$ cat src/rtl/pipelined_cla_adder_pkg.sv
// pipelined_cla_adder_pkg
//   Shared constants and elaboration-time helpers for the pipelined CLA adder.
//   SLICE_W      : width of one fast-carry slice (cla4_slice)
//   calc_stages  : pipeline depth for a given operand width and bits per stage
//   cfg_ok       : legality check for the WIDTH / STAGE_BITS pair
package pipelined_cla_adder_pkg;

    localparam int SLICE_W = 4;

    function automatic int calc_stages(input int width, input int stage_bits);
        return width / stage_bits;
    endfunction

    function automatic bit cfg_ok(input int width, input int stage_bits);
        return (stage_bits > 0) && (stage_bits % SLICE_W == 0) &&
               (width >= stage_bits) && (width % stage_bits == 0);
    endfunction

endpackage

$ cat src/rtl/pipelined_cla_adder_if.sv
// pipelined_cla_adder_if
//   Operand/result streaming bus of the pipelined CLA adder.
//   Operand side : in_valid, in_ready, a, b, cin, sub
//   Result side  : out_valid, out_ready, sum, cout (+ ovf, zero with CLA_FLAGS_EN)
//   master : producer of operands / consumer of results
//   slave  : the adder
//   Build option: CLA_FLAGS_EN adds the ovf/zero flag signals.
interface pipelined_cla_adder_if #(
    parameter int WIDTH = 16
);
    logic             in_valid;
    logic             in_ready;
    logic [WIDTH-1:0] a;
    logic [WIDTH-1:0] b;
    logic             cin;
    logic             sub;
    logic             out_valid;
    logic             out_ready;
    logic [WIDTH-1:0] sum;
    logic             cout;
`ifdef CLA_FLAGS_EN
    logic             ovf;
    logic             zero;

    modport master (
        output in_valid, a, b, cin, sub, out_ready,
        input  in_ready, out_valid, sum, cout, ovf, zero
    );
    modport slave (
        input  in_valid, a, b, cin, sub, out_ready,
        output in_ready, out_valid, sum, cout, ovf, zero
    );
`else
    modport master (
        output in_valid, a, b, cin, sub, out_ready,
        input  in_ready, out_valid, sum, cout
    );
    modport slave (
        input  in_valid, a, b, cin, sub, out_ready,
        output in_ready, out_valid, sum, cout
    );
`endif
endinterface

$ cat src/rtl/pipelined_cla_adder_cla4_slice.sv
// cla4_slice
//   Combinational 4-bit carry-lookahead slice.
//   a, b : 4-bit operands      ci : carry in
//   s    : 4-bit sum           co : carry out
//   gp   : group propagate     gg : group generate (for chaining slices)
module cla4_slice
    import pipelined_cla_adder_pkg::*;
(
    input  logic [SLICE_W-1:0] a,
    input  logic [SLICE_W-1:0] b,
    input  logic               ci,
    output logic [SLICE_W-1:0] s,
    output logic               co,
    output logic               gp,
    output logic               gg
);
    logic [3:0] p;
    logic [3:0] g;
    logic [3:0] c;

    assign p = a ^ b;
    assign g = a & b;

    assign c[0] = ci;
    assign c[1] = g[0] | (p[0] & ci);
    assign c[2] = g[1] | (p[1] & g[0]) | (p[1] & p[0] & ci);
    assign c[3] = g[2] | (p[2] & g[1]) | (p[2] & p[1] & g[0]) | (p[2] & p[1] & p[0] & ci);

    assign gp = &p;
    assign gg = g[3] | (p[3] & g[2]) | (p[3] & p[2] & g[1]) | (p[3] & p[2] & p[1] & g[0]);
    assign co = gg | (gp & ci);

    assign s = p ^ c;
endmodule

$ cat src/rtl/pipelined_cla_adder.sv
// pipelined_cla_adder
//   N-bit add/subtract unit, STAGE_BITS resolved per pipeline stage, carry
//   registered between stages, valid/ready handshake with back-pressure.
//   {cout,sum} = a + (b ^ {WIDTH{sub}}) + (cin ^ sub); latency STAGES clocks.
//   Ports: clk, rst_n (async, active-low), io (pipelined_cla_adder_if.slave).
//   Build option: CLA_FLAGS_EN adds registered ovf (signed overflow) and
//   zero (sum == 0) outputs.
module pipelined_cla_adder
    import pipelined_cla_adder_pkg::*;
#(
    parameter int WIDTH      = 16,
    parameter int STAGE_BITS = 4
) (
    input logic                   clk,
    input logic                   rst_n,
    pipelined_cla_adder_if.slave  io
);
    localparam int STAGES = calc_stages(WIDTH, STAGE_BITS);
    localparam int SLICES = STAGE_BITS / SLICE_W;

    if (!cfg_ok(WIDTH, STAGE_BITS)) begin : g_cfg_check
        $error("pipelined_cla_adder: WIDTH must be a multiple of STAGE_BITS, STAGE_BITS a multiple of 4");
    end

    // rdy[k]: stage k may load this cycle; the chain is purely combinational.
    logic [STAGES:0]  rdy;
    logic [WIDTH-1:0] eb0;

    assign eb0         = io.b ^ {WIDTH{io.sub}};
    assign rdy[STAGES] = io.out_ready;
    assign io.in_ready = rdy[0];

    for (genvar k = 0; k < STAGES; k++) begin : g_stg
        localparam int LO = k * STAGE_BITS;

        logic             v_i;
        logic [WIDTH-1:0] a_i;
        logic [WIDTH-1:0] eb_i;
        logic [WIDTH-1:0] s_i;
        logic             c_i;
        logic [SLICES:0]  sc;
        logic [SLICES-1:0] sp;
        logic [SLICES-1:0] sg;
        logic [SLICES-1:0] sco;
        logic [STAGE_BITS-1:0] s_bits;
        logic [WIDTH-1:0] s_n;
        logic             vld_p;
        logic [WIDTH-1:0] s_p;
        logic             c_p;
        logic             unused_stage;

        // ---- stage k input: ports for stage 0, previous stage registers otherwise
        if (k == 0) begin : g_src
            assign v_i  = io.in_valid;
            assign a_i  = io.a;
            assign eb_i = eb0;
            assign c_i  = io.cin ^ io.sub;
            assign s_i  = '0;
        end else begin : g_src
            assign v_i  = g_stg[k-1].vld_p;
            assign a_i  = g_stg[k-1].g_fwd.a_p;
            assign eb_i = g_stg[k-1].g_fwd.eb_p;
            assign c_i  = g_stg[k-1].c_p;
            assign s_i  = g_stg[k-1].s_p;
        end

        // Slices inside one stage ripple through their group P/G terms.
        assign sc[0] = c_i;
        for (genvar j = 0; j < SLICES; j++) begin : g_slice
            cla4_slice u_slice (
                .a  (a_i[LO + j*SLICE_W +: SLICE_W]),
                .b  (eb_i[LO + j*SLICE_W +: SLICE_W]),
                .ci (sc[j]),
                .s  (s_bits[j*SLICE_W +: SLICE_W]),
                .co (sco[j]),
                .gp (sp[j]),
                .gg (sg[j])
            );
            assign sc[j+1] = sg[j] | (sp[j] & sc[j]);
        end

        always_comb begin
            s_n = s_i;
            s_n[LO +: STAGE_BITS] = s_bits;
        end

        assign rdy[k] = !vld_p | rdy[k+1];

        always_ff @(posedge clk or negedge rst_n) begin
            if (!rst_n) begin
                vld_p <= 1'b0;
            end else if (rdy[k]) begin
                vld_p <= v_i;
            end
        end

        // ---- stage k register: intermediate stages carry operands forward
        if (k < STAGES - 1) begin : g_fwd
            logic [WIDTH-1:0] a_p;
            logic [WIDTH-1:0] eb_p;

            always_ff @(posedge clk) begin
                if (rdy[k] && v_i) begin
                    a_p  <= a_i;
                    eb_p <= eb_i;
                    s_p  <= s_n;
                    c_p  <= sc[SLICES];
                end
            end

            assign unused_stage = ^sco;
        end else begin : g_last
            always_ff @(posedge clk or negedge rst_n) begin
                if (!rst_n) begin
                    s_p <= '0;
                    c_p <= 1'b0;
                end else if (rdy[k] && v_i) begin
                    s_p <= s_n;
                    c_p <= sc[SLICES];
                end
            end

`ifdef CLA_FLAGS_EN
            logic ovf_p;
            logic zero_p;

            always_ff @(posedge clk or negedge rst_n) begin
                if (!rst_n) begin
                    ovf_p  <= 1'b0;
                    zero_p <= 1'b0;
                end else if (rdy[k] && v_i) begin
                    ovf_p  <= (a_i[WIDTH-1] == eb_i[WIDTH-1]) & (s_n[WIDTH-1] != a_i[WIDTH-1]);
                    zero_p <= ~|s_n;
                end
            end

            assign io.ovf  = ovf_p;
            assign io.zero = zero_p;
`endif
            // Operand bits below this stage were consumed upstream.
            if (k > 0) begin : g_sink
                assign unused_stage = ^{sco, a_i[LO-1:0], eb_i[LO-1:0]};
            end else begin : g_sink
                assign unused_stage = ^sco;
            end

            assign io.out_valid = vld_p;
            assign io.sum       = s_p;
            assign io.cout      = c_p;
        end
    end
endmodule

$ cat src/flat_wrapper.sv
// flat-port wrapper written by rule: the top's interface ports become plain ports
module pipelined_cla_adder_flat import pipelined_cla_adder_pkg::*;
#(
    parameter int WIDTH      = 16,
    parameter int STAGE_BITS = 4
)
  (clk, rst_n, io_in_valid, io_a, io_b, io_cin, io_sub, io_out_ready, io_in_ready, io_out_valid, io_sum, io_cout);
  pipelined_cla_adder_if #(.WIDTH(WIDTH)) io_i ();
  input logic clk;
  input logic rst_n;
  input wire logic [$bits(io_i.in_valid)-1:0] io_in_valid;
  input wire logic [$bits(io_i.a)-1:0] io_a;
  input wire logic [$bits(io_i.b)-1:0] io_b;
  input wire logic [$bits(io_i.cin)-1:0] io_cin;
  input wire logic [$bits(io_i.sub)-1:0] io_sub;
  input wire logic [$bits(io_i.out_ready)-1:0] io_out_ready;
  output wire logic [$bits(io_i.in_ready)-1:0] io_in_ready;
  output wire logic [$bits(io_i.out_valid)-1:0] io_out_valid;
  output wire logic [$bits(io_i.sum)-1:0] io_sum;
  output wire logic [$bits(io_i.cout)-1:0] io_cout;
  assign io_i.in_valid = io_in_valid;
  assign io_i.a = io_a;
  assign io_i.b = io_b;
  assign io_i.cin = io_cin;
  assign io_i.sub = io_sub;
  assign io_i.out_ready = io_out_ready;
  assign io_in_ready = io_i.in_ready;
  assign io_out_valid = io_i.out_valid;
  assign io_sum = io_i.sum;
  assign io_cout = io_i.cout;
  pipelined_cla_adder #(.WIDTH(WIDTH), .STAGE_BITS(STAGE_BITS)) u_core (.clk(clk), .rst_n(rst_n), .io(io_i));
endmodule
$ cat config.mk
export PLATFORM = sky130hd
export DESIGN_NAME = pipelined_cla_adder_flat
export DESIGN_NICKNAME = d
export VERILOG_FILES = /design/src/rtl/pipelined_cla_adder_pkg.sv /design/src/rtl/pipelined_cla_adder_if.sv /design/src/rtl/pipelined_cla_adder_cla4_slice.sv /design/src/rtl/pipelined_cla_adder.sv /design/src/flat_wrapper.sv
export SDC_FILE = /design/constraint.sdc
export NUM_CORES = 1
export LEC_CHECK = 0
export ABC_AREA = 0
export CORE_MARGIN = 2
export CORE_UTILIZATION = 40
export CTS_CLUSTER_DIAMETER = 150
export DETAILED_ROUTE_END_ITERATION = 7
export PLACE_DENSITY = 0.63
export SETUP_SLACK_MARGIN = 0.2
export SLEW_MARGIN = 20
export SYNTH_ARGS = -nofsm -noshare
export SYNTH_HDL_FRONTEND = slang
export SYNTH_SLANG_ARGS = --single-unit
$ cat constraint.sdc
create_clock -name clk -period 4.5 [get_ports clk]
set_input_delay 0.9 -clock clk [delete_from_list [all_inputs] [get_ports clk]]
set_output_delay 0.9 -clock clk [all_outputs]
set_load 0.02 [all_outputs]
# ---- Word level (Yosys, flattened, before mapping)
# Cells that the tools add are included.
dict set report classes {
  bitwise 118
  reduce_logical 12
}
# cell count
set op_table {}
lappend op_table {{$and A1 B1 Y1} 60}
lappend op_table {{$or A1 B1 Y1} 44}
lappend op_table {{$xor A4 B4 Y4} 8}
lappend op_table {{$and A4 B4 Y4} 4}
lappend op_table {{$reduce_and A4 Y1} 4}
lappend op_table {{$xor A16 B16 Y16} 1}
lappend op_table {{$logic_and A1 B1 Y1} 4}
lappend op_table {{$logic_not A1 Y1} 4}
lappend op_table {{$xor A1 B1 Y1} 1}
dict set report word_totals {
  ff_bits 144
  in_bits 38
  output_inout_bits 19
  word_cells 148
}

# ---- Longest topological paths before layout
dict set report logic_depth {
  depth_word 7
  ltp_mapped 8
  mapped_depth_nobuf 6
}

# ---- By module
# A second synthesis with hierarchy kept.
dict set report hier_totals {
  hier_cells 239
  hier_area_um2 4056.4
}
# module n_inst cells_each area_each_um2 seq_area_each_um2
set modules_own_cells {}
lappend modules_own_cells {pipelined_cla_adder 1 151 3303.2 2777.7}
lappend modules_own_cells {{cla4_slice (u_core.g_stg[1].g_slice[0].u_slice ...)} 2 22 193.9 0.0}
lappend modules_own_cells {{cla4_slice (u_core.g_stg[0].g_slice[0].u_slice ...)} 2 22 182.7 0.0}

# ---- Worst setup path before layout
# OpenSTA, ideal clock, no wires.
dict set report synth_path {
  path_kind {input port to flip-flop}
  start {in io_sub}
  end {reg u_core.g_stg[0].c_p, data pin}
  setup_ns 0.257
  arrival_ns 2.230
  required_ns 4.243
  slack_ns 2.013
  path_stages 8
  n_path_buf 2
  path_cell_list {buf_6 buf_4 xor2_1 ha_1 and3_1 o2bb2ai_2 o21ai_0 nand2b_1}
}
dict set report synth_via {
  elab_chain_len 7
  word_cells_on_any_way 15
  cone_classes {14 x bitwise; 1 x reduce/logical}
}
# item line_no
set synth_lines {}
lappend synth_lines {{start, declared} flat_wrapper.sv:15} ;# input wire logic [$bits(io_i.sub)-1:0] io_sub;
lappend synth_lines {{$xor A16 B16 Y16} pipelined_cla_adder.sv:29} ;# assign eb0 = io.b ^ {WIDTH{io.sub}};
lappend synth_lines {{$xor A4 B4 Y4 / $and A4 B4 Y4 (equally long branches)} {pipelined_cla_adder_cla4_slice.sv:21, pipelined_cla_adder_cla4_slice.sv:22}}
lappend synth_lines {{$and A1 B1 Y1} pipelined_cla_adder_cla4_slice.sv:30} ;# assign gg = g[3] | (p[3] & g[2]) | (p[3] & p[2] & g[1]) | (p[3] & p[2] & p[1] & g[0]);
lappend synth_lines {{$or A1 B1 Y1 / $and A1 B1 Y1 (equally long branches) (2 in series)} pipelined_cla_adder_cla4_slice.sv:30}
lappend synth_lines {{$or A1 B1 Y1} pipelined_cla_adder_cla4_slice.sv:30}
lappend synth_lines {{$or A1 B1 Y1 *} -}
lappend synth_lines {{net u_core.g_stg[0].sc[1]} pipelined_cla_adder.sv:41} ;# logic [SLICES:0] sc;
lappend synth_lines {{end signal, assigned} pipelined_cla_adder.sv:107} ;# c_p <= sc[SLICES];
lappend synth_lines {{end, declared} pipelined_cla_adder.sv:49} ;# logic c_p;
# Mark *: on every way through the listed nets, which the timed path passes. The rest lies on a longest branch.
# A chain may end at the register's enable or synchronous reset.

# ---- Final worst setup path
dict set report layout_path {
  start {in io_out_ready}
  end {out io_in_ready}
}
dict set report layout_via {
  elab_chain_len 4
}
# item line_no
set layout_lines {}
lappend layout_lines {{start, declared} flat_wrapper.sv:16} ;# input wire logic [$bits(io_i.out_ready)-1:0] io_out_ready;
lappend layout_lines {{$or A1 B1 Y1 (4 in series)} pipelined_cla_adder.sv:87} ;# assign rdy[k] = !vld_p | rdy[k+1];
lappend layout_lines {{end, declared} flat_wrapper.sv:17} ;# output wire logic [$bits(io_i.in_ready)-1:0] io_in_ready;
# Every way passes these cells.

==> results.yml <==
pwr:
  p_sw_share_pct: 26.6
  max-vdd-ir-drop_v: 0.000155
  internal_power_w: 0.00163
  switchingPower_w: 0.000592
  p_clk_share_pct: 26.0
  seqPwrFrac_pct: 53.5
  p_per_area_nw_per_um2: 470
  combinationalPowerShare_pct: 20.5
  total_power_w: 0.00223
  total_leakage_power_nw: 1.81
yosys:
  async_flop_share_pct: 21.9
  synth-main-ff-cell: "edfxtp_1"
  synth_edf_count: 75
  ys_types: 30
  synth.avg_cell_area_um2: 17.4
  yosysSeqAreaShare_pct: 72.5
  ys_ff_latch: 96
  syn-cell-area_um2: 3830
  synthCells: 220
  syn_nets: 278
  ys_warn_count: 0
global_route:
  first_global_vias: 1746
  grt_max_degree: 30
  grt_use_total_pct: 11.1
  grt_pass1_wl_mm: 8.56
  overflow: 0
  antenna_found_initial: 0
placement:
  dp.cells: 403
  dpl_cell_area_um2: 4530
  gp_congestion: 0.726
  dp_hpwl_mm: 3.66
  io_buffers: 56
critical_path:
  cp_data_arrival_time_ps: 2290
  startpoint_type: "primary input"
  critPathMaxFanout: 3
  reg2reg_slack_ps: 2670
  end_kind: "output port"
  critPathKind: "primary input to output port"
  cp_data_required_time_ps: 3600
clock_network:
  cts_tree: "done"
  cts_num_sinks: 96
  insertion_delay_ps: 350
  cts.clk_slew.worst_paths_ps: 90
  htree_levels: 3
  clock_path_buffers: 2
  cts_hold_buf: 0
  cts_root_buf: "clkbuf_8"
  ctsResizeCount: 0
  postCtsSetupBuffers: 0
  cts_inserted_buffers: 9
detailed_routing:
  routedWlPerCell_um: 12.5
  wl_mm: 5.26
  first_iter_violations: 59
  ant_nets: 0
  viasPerCell: 4.31
  drc: 0
  firstDrtPassIters: 3
  vias: 1804
timing:
  slew_headroom_pct: 34.1
  finalCritPeriodShare_pct: 70.8
  setup_viol_count_final: 0
  worstMarginPinSlew_ps: 988
  finClkSkew_ps: 12.1
  setup_tns_ps: 0
  timing.final.max_slew_violations: 0
  timing_hold_violations_final: 0
  rsz0062_at_grt: "no"
  fmax_ghz: 0.314
  fin_crit_ps: 3190
floorplan:
  coreArea_um2: 9280
  dieArea_um2: 10400
  initial_core_util_pct: 41.3
  rows: 35
  die_h_um: 102
  ios: 57
  die_x_um: 102
layout:
  fin_cells: 419
  drive_above_1_share_pct: 13.1
  layout_common_cells: "75 x edfxtp_1, 55 x clkdlybuf4s50_1, 21 x dfrtp_1"
  fin_nets: 343
  mostFrequentLayoutCell: "edfxtp_1"
  antenna_cells: 0
  stdcell_area_um2: 4740
  area_growth_pct: 23.6
min_path:
  worstHoldPathType: "register to register"
status:
  status: "finished, final reports clean"
run:
  drv_cap: 0
metrics by stage:
| step | hold WS, ps | worst slack (ps) | utilization, % |
|---|---|---|---|
| 2_1_floorplan | 400 | 2010 | - |
| 3_3_place_gp | 403 | 1400 | 48.8 |
| 3_5_place_dp | 405 | 1320 | 48.8 |
| 4_1_cts | 424 | 1310 | 51.1 |
| 5_1_grt | 429 | 1260 | 51.0 |
| 6_report | 424 | 1310 | 51.0 |
synthesized netlist by cell type (all sizes together) (5+ instances only):
cell type / instances / area, um^2
xnor2: 7 / 61.3
dfrtp: 21 / 526
xor2: 21 / 203
ha: 16 / 200
mux2: 12 / 135
a21o: 5 / 37.5
nand2: 7 / 28.8
nand2b: 6 / 40.0
edfxtp: 75 / 2250
o21ai: 5 / 25.0
inv: 14 / 52.6
critical path: stages:
cell	delay, ps
clkdlybuf4s50_1	410
nor2b_1	200
nand4_1	180
clkdlybuf4s50_1	590
layout make-up:
type / count / area (um^2)
tap: 129 / 161
multi-input combinational: 106 / 966
sequential: 96 / 2780
clock inverter: 7 / 86.3
fill: 806 / 4550
clock buffer: 9 / 124
timing repair buffer: 58 / 571
inverter: 14 / 52.6
cells by family after synthesis:
logic type,after synthesis,synth area share (%)
and+or+nand+nor,24,3.40
adders and majority gates,20,7.31
buffers and inverters,18,2.35
AOI/OAI and AO/OA,22,4.05
xor gates and xnor gates,28,6.89
DFF,96,72.5
muxes,12,3.53
path summary, 6_finish.rpt:
kind                                          end                   start  cells past startpoint
min in group asynchronous     u_core.io.out_valid                   rst_n                      1
min reg2reg                u_core.g_stg[2].s_p[2]  u_core.g_stg[1].s_p[2]                      0
max reg2reg                u_core.g_stg[2].s_p[3]     u_core.io.out_valid                      3
max                                   io_in_ready            io_out_ready                      4
max in group asynchronous          u_core.io.cout                   rst_n                      1
min                        u_core.g_stg[2].s_p[2]  u_core.g_stg[1].s_p[2]                      0
power groups by stage:
stage	combinational, W	sequential (W)	clock [W]
3_3_place_gp	0.000452	0.00121	0
6_report	0.000456	0.00119	0.000579
4_1_cts	0.000463	0.00120	0.000598
5_1_grt	0.000503	0.00121	0.000629
3_5_place_dp	0.000462	0.00122	0
2_1_floorplan	0.000204	0.00127	0
sequential cells by signal, indices dropped and copies added, names as in the netlist:
| signal | cells |
|---|---|
| u_core.io.out_valid | 1 |
| u_core.g_stg.vld_p | 3 |
| u_core.io.sum | 16 |
| u_core.g_stg.g_fwd.a_p | 24 |
| u_core.g_stg.s_p | 24 |
| u_core.io.cout | 1 |
| u_core.g_stg.g_fwd.eb_p | 24 |
| u_core.g_stg.c_p | 3 |
per-layer routing:
| metal | vias up | global-route usage [%] | part of all wire, % |
|---|---|---|---|
| met1 | 838 | 14.5 | 49 |
| met4 | 0 | 6.46 | 2.0 |
| met2 | 42 | 17.2 | 45 |
| met5 | - | 0 | 0 |
| li1 | 917 | - | - |
| met3 | 7 | 2.33 | 3.9 |
(Power assumes the default switching activity.)
